$ cat config.mk
export PLATFORM = sky130hd
export DESIGN_NAME = arena_frame_ctrl
export DESIGN_NICKNAME = d
export VERILOG_FILES = /design/src/rtl/arena_frame_ctrl.sv
export SDC_FILE = /design/constraint.sdc
export NUM_CORES = 1
export LEC_CHECK = 0
export ABC_CLOCK_PERIOD_IN_PS = 1500
export CAP_MARGIN = 30
export CORE_ASPECT_RATIO = 0.7
export CORE_MARGIN = 10
export CORE_UTILIZATION = 30
export CTS_CLUSTER_DIAMETER = 80
export DETAILED_ROUTE_END_ITERATION = 6
export PLACE_DENSITY = 0.52
export SKIP_CTS_REPAIR_TIMING = 1
export SLEW_MARGIN = 20
export SYNTH_ARGS = -nofsm -noshare
export SYNTH_HDL_FRONTEND = slang
export SYNTH_SLANG_ARGS = --single-unit
$ cat constraint.sdc
create_clock -name clk -period 1.5 [get_ports clk]
set_clock_uncertainty 0.1 [all_clocks]
set_input_delay 0.375 -clock clk [delete_from_list [all_inputs] [get_ports clk]]
set_output_delay 0.375 -clock clk [all_outputs]
set_load 0.005 [all_outputs]
$ cat src/rtl/arena_frame_ctrl.sv
// Double-buffered 4x4 arena frame controller: back-buffer pixel writes, tear-free
// commit at scan-frame boundaries, frame-synchronous blink and frame timing pulses.
module arena_frame_ctrl #(
    parameter int unsigned BLINK_FRAMES = 32
) (
    input  logic        clk,
    input  logic        rst,
    input  logic        wr_valid,
    output logic        wr_ready,
    input  logic [3:0]  wr_addr,
    input  logic        wr_data,
    input  logic        clr,
    input  logic        commit_valid,
    output logic        commit_ready,
    input  logic        blink_en,
    output logic [15:0] arena_on,
    output logic        swap_done,
    output logic        frame_tick,
    output logic [7:0]  frame_cnt
);

    localparam logic [7:0] BLINK_LAST = 8'(BLINK_FRAMES - 1);

    typedef enum logic {
        IDLE,
        PENDING
    } state_e;

    state_e      state_q, state_d;
    logic [3:0]  scan_q, scan_d;
    logic [15:0] front_q, front_d;
    logic [15:0] back_q, back_d;
    logic [15:0] arena_q, arena_d;
    logic [7:0]  blink_cnt_q, blink_cnt_d;
    logic        visible_q, visible_d;
    logic [7:0]  frame_cnt_q, frame_cnt_d;
    logic        swap_done_q, swap_done_d;
    logic        frame_tick_q, frame_tick_d;

    logic        boundary;
    logic        wr_fire;
    logic        commit_fire;

    always_comb begin
        state_d      = state_q;
        scan_d       = scan_q + 4'd1;
        front_d      = front_q;
        back_d       = back_q;
        arena_d      = arena_q;
        blink_cnt_d  = blink_cnt_q;
        visible_d    = visible_q;
        frame_cnt_d  = frame_cnt_q;
        swap_done_d  = 1'b0;

        boundary     = (scan_q == 4'd15);
        frame_tick_d = boundary;
        wr_ready     = (state_q == IDLE);
        commit_ready = (state_q == IDLE);
        wr_fire      = wr_valid && wr_ready;
        commit_fire  = commit_valid && commit_ready;

        // Clear first so a same-cycle write overrides its own bit.
        if (clr && wr_ready) begin
            back_d = '0;
        end
        if (wr_fire) begin
            back_d[wr_addr] = wr_data;
        end

        // A commit accepted in a boundary cycle waits for the following boundary.
        case (state_q)
            IDLE: begin
                if (commit_fire) begin
                    state_d = PENDING;
                end
            end
            PENDING: begin
                if (boundary) begin
                    front_d     = back_q;
                    swap_done_d = 1'b1;
                    state_d     = IDLE;
                end
            end
            default: state_d = IDLE;
        endcase

        if (boundary) begin
            frame_cnt_d = frame_cnt_q + 8'd1;
            if (!blink_en) begin
                blink_cnt_d = '0;
                visible_d   = 1'b1;
            end else if (blink_cnt_q == BLINK_LAST) begin
                blink_cnt_d = '0;
                visible_d   = ~visible_q;
            end else begin
                blink_cnt_d = blink_cnt_q + 8'd1;
            end
            arena_d = front_d & {16{visible_d}};
        end
    end

    always_ff @(posedge clk) begin
        if (rst) begin
            state_q      <= IDLE;
            scan_q       <= '0;
            front_q      <= '0;
            back_q       <= '0;
            arena_q      <= '0;
            blink_cnt_q  <= '0;
            visible_q    <= 1'b1;
            frame_cnt_q  <= '0;
            swap_done_q  <= 1'b0;
            frame_tick_q <= 1'b0;
        end else begin
            state_q      <= state_d;
            scan_q       <= scan_d;
            front_q      <= front_d;
            back_q       <= back_d;
            arena_q      <= arena_d;
            blink_cnt_q  <= blink_cnt_d;
            visible_q    <= visible_d;
            frame_cnt_q  <= frame_cnt_d;
            swap_done_q  <= swap_done_d;
            frame_tick_q <= frame_tick_d;
        end
    end

    assign arena_on   = arena_q;
    assign swap_done  = swap_done_q;
    assign frame_tick = frame_tick_q;
    assign frame_cnt  = frame_cnt_q;

endmodule

==> results_tabular.tex, run 1 <==
\begin{tabular}{lr}
\hline
Metric & Value \\
\hline
\multicolumn{2}{l}{\textbf{Status}} \\
\quad Status & finished, violations left \\
\quad Violations in the final reports & setup timing \\
\multicolumn{2}{l}{\textbf{Yosys}} \\
\quad Count of unique library cells instantiated by Yosys & a little over 40 \\
\quad Post-synth top flop & sky130\_fd\_sc\_hd\_\_dfxtp\_1 \\
\quad Post-Syn Area per Cell & 9.22 sq um \\
\quad Cell type contributing the most total cell area after synthesis & sky130\_fd\_sc\_hd\_\_dfxtp\_1 \\
\quad Post-synth top area share & 0.501 \\
\quad Synthesized Nets & 326 \\
\quad Register bit count reported by yosys & 72 \\
\quad Proportion of synthesized chip area in sequential cells & 0.501 \\
\quad Share of synthesized registers carrying an async set or reset & 0 \\
\quad Most repeated cell in the gate-level netlist after synthesis & sky130\_fd\_sc\_hd\_\_dfxtp\_1 \\
\quad Largest cells by area after synthesis & sky130\_fd\_sc\_hd\_\_dfxtp\_1 50\%, sky130\_fd\_sc\_hd\_\_mux2i\_1 5.6\%, sky130\_fd\_sc\_hd\_\_nor2\_1 4.8\% \\
\quad Count of yosys warnings during synthesis & 0 \\
\quad Syn Std Cell Area & 2880 sq um \\
\quad Count of flip-flops with a built-in enable after synthesis & 0 \\
\quad Cell count after synthesis & roughly 310 \\
\quad Most numerous cell types in the synthesized netlist & 72 x sky130\_fd\_sc\_hd\_\_dfxtp\_1, 37 x sky130\_fd\_sc\_hd\_\_nor2\_1, 29 x sky130\_fd\_sc\_hd\_\_nand2\_1, 22 x sky130\_fd\_sc\_hd\_\_a21oi\_1, 22 x sky130\_fd\_sc\_hd\_\_nand3\_1 \\
\multicolumn{2}{l}{\textbf{Global route}} \\
\quad Global-route wire length before repair & 11.4 mm \\
\quad Number of global-route vias before repair & 2226 \\
\quad Gr usage total & 0.104 \\
\quad Antenna violations before repair & 0 \\
\quad Total grt overflow & 0 \\
\quad Pin count of the biggest net entering global routing & 23 \\
\multicolumn{2}{l}{\textbf{Detailed routing}} \\
\quad Remaining DRCs & 0 \\
\quad Total detailed-routing wirelength & 8.54 mm \\
\quad Vias & 2586 \\
\quad Antenna-violating nets left & 0 \\
\quad Number of detailed-routing iterations run before antenna repair & 4 \\
\quad First-iteration detailed-routing DRC count & 97 \\
\quad DR WL/cell & 16.3 um \\
\quad Via density per instance & 4.93 \\
\multicolumn{2}{l}{\textbf{Job}} \\
\quad Number of max-capacitance violations reported & 0 \\
\multicolumn{2}{l}{\textbf{Setup path}} \\
\quad Critical Path Max Stage Delay & 0.36 ns \\
\quad Crit end category & flop \\
\quad Startpoint types & flop \\
\quad CP Data Arrival Time & 1.70 ns \\
\quad Cell-by-cell listing of the critical path & ha\_4 -> and3\_4 -> buf\_12 -> nand2\_8 -> mux2i\_2 -> o21ai\_1 \\
\quad Highest-delay cell along the critical path & sky130\_fd\_sc\_hd\_\_dfxtp\_2 \\
\quad Worst Path Class, Setup & reg2reg \\
\quad Worst Path Required & about 1.6 ns \\
\quad Buffer and inverter count on the worst path & 1 \\
\quad Maximum fanout along the worst path & 8 \\
\quad Cell family with the largest share of critical-path delay & simple AND/OR/NAND/NOR gates \\
\multicolumn{2}{l}{\textbf{Die}} \\
\quad Initial Utilization & 0.312 \\
\quad Area of the core & 9220 sq um \\
\quad Placement row count & 29 \\
\quad Number of ports placed on the die boundary & 39 \\
\quad Area of the die & 14000 sq um \\
\quad Width of the die & 137 um \\
\quad Y dimension of the die & 102 um \\
\multicolumn{2}{l}{\textbf{Clock tree}} \\
\quad Clock Tree Buf Depth & 2 \\
\quad Clk Latency, worst-skew pair & approximately 0.33 ns \\
\quad Clock tree from TritonCTS & built \\
\quad Cell at the root of the clock tree & sky130\_fd\_sc\_hd\_\_clkbuf\_16 \\
\quad Total clock buffers created by CTS & 9 \\
\quad Number of H-tree branching levels & 3 \\
\quad Sinks on the clock net & a little over 70 \\
\quad Clock transition time at the flip-flop clock pins of the worst setup and hold paths & approximately 0.060 ns \\
\multicolumn{2}{l}{\textbf{Power and ir drop}} \\
\quad Power density normalized to cell area & between 900 and 1000 nW/um\^{}2 \\
\quad Maximum vdd ir drop & 632 uV \\
\quad Reported leakage power & roughly 0.0021 uW \\
\multicolumn{2}{l}{\textbf{Timing}} \\
\quad Max-slew violations & 0 \\
\quad Relative slew slack & 0.764 \\
\quad Final period demand of the worst path & 1.59 ns \\
\quad Post-route fraction of the period consumed by the critical path & 1.06 \\
\quad Total count of hold-check failures in the final report & 0 \\
\quad Peak clock frequency supported by timing & between 600 and 700 MHz \\
\quad Final worst setup slack & -0.0851 ns \\
\quad Tightest Pin Transition & 0.354 ns \\
\quad RSZ-0062 raised after global routing & yes \\
\quad Setup TNS & -1.11 ns \\
\quad Final setup vio count & 26 \\
\multicolumn{2}{l}{\textbf{Final layout}} \\
\quad Share of post-route cells with drive strength above 1 & 0.349 \\
\quad Antenna cell count & 0 \\
\quad Final Net Count & 410 \\
\quad Number of fillers in the final layout & 853 \\
\quad Area added between synthesis and finish & 61.3\% \\
\multicolumn{2}{l}{\textbf{Placed design}} \\
\quad Port Buffer Count & 38 \\
\quad GPL Wtd Cong & 0.895 \\
\quad DP Wirelength & around 5.0 mm \\
\quad Minimum setup slack after placement & -0.421 ns \\
\multicolumn{2}{l}{\textbf{Worst hold path}} \\
\quad Type of the most critical hold path & reg2reg \\
\hline
\end{tabular}
metrics by stage:
stage	std cells	instance area (sq um)	hold slack, ns	total power [uW]	util
after floorplan	312	2910	0.320	2080	-
after global placement	491	3640	0.328	2200	0.395
after detailed placement	491	3640	0.338	2200	0.395
after CTS	507	3940	0.346	4340	0.428
after global routing	525	4640	0.361	4480	0.504
final	525	4640	0.343	4340	0.504
worst reg2reg max path, stage by stage, from the launching register on:
cell	delay, ns
sky130_fd_sc_hd__dfxtp_2	0.36
sky130_fd_sc_hd__ha_4	0.15
sky130_fd_sc_hd__and3_4	0.30
sky130_fd_sc_hd__buf_12	0.14
sky130_fd_sc_hd__nand2_8	0.11
sky130_fd_sc_hd__mux2i_2	0.23
sky130_fd_sc_hd__o21ai_1	0.08
layout by cell type, fill, tap and decap left out, types with 3 or more instances in the layout:
cell type and instances:
sky130_fd_sc_hd__a21oi_2 3, sky130_fd_sc_hd__nand3_1 21, sky130_fd_sc_hd__nand2_8 3, sky130_fd_sc_hd__xnor2_1 7, sky130_fd_sc_hd__dfxtp_2 13, sky130_fd_sc_hd__nor2_1 36, sky130_fd_sc_hd__o21ai_1 11, sky130_fd_sc_hd__o21ai_2 6
sky130_fd_sc_hd__nand2_2 5, sky130_fd_sc_hd__clkbuf_16 11, sky130_fd_sc_hd__mux2i_2 3, sky130_fd_sc_hd__a21oi_1 18, sky130_fd_sc_hd__buf_4 36, sky130_fd_sc_hd__nor3_2 3, sky130_fd_sc_hd__buf_12 5, sky130_fd_sc_hd__buf_6 6
sky130_fd_sc_hd__dfxtp_1 58, sky130_fd_sc_hd__o211ai_1 12, sky130_fd_sc_hd__mux2i_4 13, sky130_fd_sc_hd__nand2_1 22, sky130_fd_sc_hd__nor2b_1 3, sky130_fd_sc_hd__dlymetal6s2s_1 33, sky130_fd_sc_hd__xor2_1 5, sky130_fd_sc_hd__nand4_1 12
sky130_fd_sc_hd__clkdlybuf4s50_1 5
layer usage:
metal,up-vias,global-route usage,part of all wire
met5,-,0,0
met4,0,0.0501,0.022
met3,16,0.0324,0.053
met2,66,0.152,0.43
met1,1234,0.135,0.49
li1,1270,-,-
cell type report:
cell class | instances | area (sq um) | share of cell area
Clock buffer | 11 | 243 | 0.0523
Clock inverter | 5 | 56.3 | 0.0121
Inverter | 2 | 7.51 | 0.00162
Multi-Input combinational cell | 222 | 1750 | 0.377
Sequential cell | 72 | 1460 | 0.315
Tap cell | 124 | 155 | 0.0334
Timing Repair Buffer | 89 | 971 | 0.209
worst paths after layout:
kind                start      endpoint  slack [ns]  cells past startpoint
max             scan_q[0]   arena_on[4]       -0.09                      6
min          arena_on[10]  arena_on[10]        0.34                      2
max reg2reg     scan_q[0]   arena_on[4]       -0.09                      6
min reg2reg  arena_on[10]  arena_on[10]        0.34                      2
kinds of logic (layout without fill, tap and decap cells):
kind of cell / Yosys count / count (layout) / synth area share
AND/OR/NAND/NOR: 129 / 132 / 0.232
flip-flops: 72 / 72 / 0.501
AO/OA/AOI/OAI: 58 / 58 / 0.120
buffers and inverters: 21 / 107 / 0.0396
multiplexers: 16 / 16 / 0.0557
XOR/XNOR: 13 / 13 / 0.0396
adder cells (fa/ha/maj): 3 / 3 / 0.0130
sequential cells by signal, summed over array words and instances, names as in the netlist:
name         cells
scan_q           4
visible_q        1
frame_tick       1
frame_cnt        8
arena_on        16
front_q         16
swap_done        1
back_q          16
blink_cnt_q      8
state_q          1
report_power, final:
part,total [uW],switching (uW),internal (uW)
Combinational,259,142,117
Sequential,1940,16.3,1930
Clock,2140,811,1330
Note: power is estimated with default switching activity, not from simulation.
==> run 2, diff against run 1 <==
CAP_MARGIN = 20   (was 30)
HOLD_SLACK_MARGIN = 0.05   (was unset)
SLEW_MARGIN = unset   (was 20)
==> results of run 2 <==
The final DEF is identical to that of run 1; final timing and power are the same.
==> RTL edit (settings of run 1) <==
Change the parameter `BLINK_FRAMES` from 32 to 24.
--- a/src/rtl/arena_frame_ctrl.sv
+++ b/src/rtl/arena_frame_ctrl.sv
@@ -1,7 +1,7 @@
 // Double-buffered 4x4 arena frame controller: back-buffer pixel writes, tear-free
 // commit at scan-frame boundaries, frame-synchronous blink and frame timing pulses.
 module arena_frame_ctrl #(
-    parameter int unsigned BLINK_FRAMES = 32
+    parameter int unsigned BLINK_FRAMES = 24
 ) (
     input  logic        clk,
     input  logic        rst,
Behaviour: same outputs for any inputs over 10 cycles, from zero or initial values and one cycle with rst high; that may be too few to reach the edited logic, so the function may still have changed.
==> RTL edit against run 1 <==
- the run still ends with negative setup slack left
- critical path depth unchanged
- global-route usage up 0.59 points
- total power up 9.4%
- die area up 4.6%
- sequential cell count unchanged
- final area up 9.5%
- setup slack worse by 100 ps
- area after synthesis up 5.6%
- routed wire length up 9.6%
- clock power up 18%
==> RTL edit: results (changes against run 1) <==
metric;value;unit;change
setup violators final;35;;+35%
worst hold margin;318.6;ps;-24.12 ps
Yosys cell types;44;;+7.3%
final wirelength;9355;um;+9.6%
post-route setup slack;-187.1;ps;-102.0 ps
Clk pwr share;53.1;%;+3.8 points
Internal Power;3.704;mW;+9.8%
Slew headroom;72.72;%;-3.7 points
share of cells above drive strength 1;39.66;%;+4.7 points
worst hold path class;primary input to register;;
hold wc startpoint;rst;;
met2 wire length;4103;um;+11%
NetSw;1.046;mW;+8.1%
Synth top cells by count;dfxtp_1, nand2_1, nor2_1;;
routability cong.;0.7754;;-13%
placed insts;501;;+2.0%
hold-critical path depth;3;;+1
die area;0.01462;sq mm;+4.6%
Detail Placement HPWL;5769;um;+14%
outcome;finished with violations;;
gr usage total;10.94;%;+0.59 points
M3 GR Usage;3.513;%;+0.28 points
worst setup path end;arena_on[2];;
sequential area share after synthesis;47.43;%;-2.7 points
routed wl met3;364;um;-20%
failing checks;negative setup slack;;
GRT met2 Usage;14.69;%;-0.51 points
RTL edit: cell count changes in the layout (fill, tap and decap cells not counted), sizes merged, moves of 7 or more:
cell	before	now
o21ai	19	6
nor2	38	25
buf	49	59
o41ai	0	16
inv	2	9
RTL edit: worst register-to-register path, stage by stage, from the launching register on:
cell,delay (ps)
dfxtp_4,370
ha_4,180
nand4_1,110
buf_6,150
buf_12,140
mux2i_2,180
o41ai_4,360
RTL edit: kinds of logic after synthesis:
family	after synthesis	share of synthesized area [%]
xor gates and xnor gates	5	1.441
AOI/OAI and AO/OA	77	20.05
buffers and inverters	31	4.899
muxes	17	5.640
and+or+nand+nor	109	19.31
DFF	72	47.43
adders and majority gates	3	1.235
RTL edit: layout make-up:
class / instances / share of cell area [%]
clock inverters: 7 / 2.510
inverters: 7 / 0.5169
multi-input cells: 212 / 39.06
repair buffers: 99 / 21.49
well taps: 128 / 3.150
flip-flops and latches: 72 / 28.85
clock buffers: 9 / 4.430
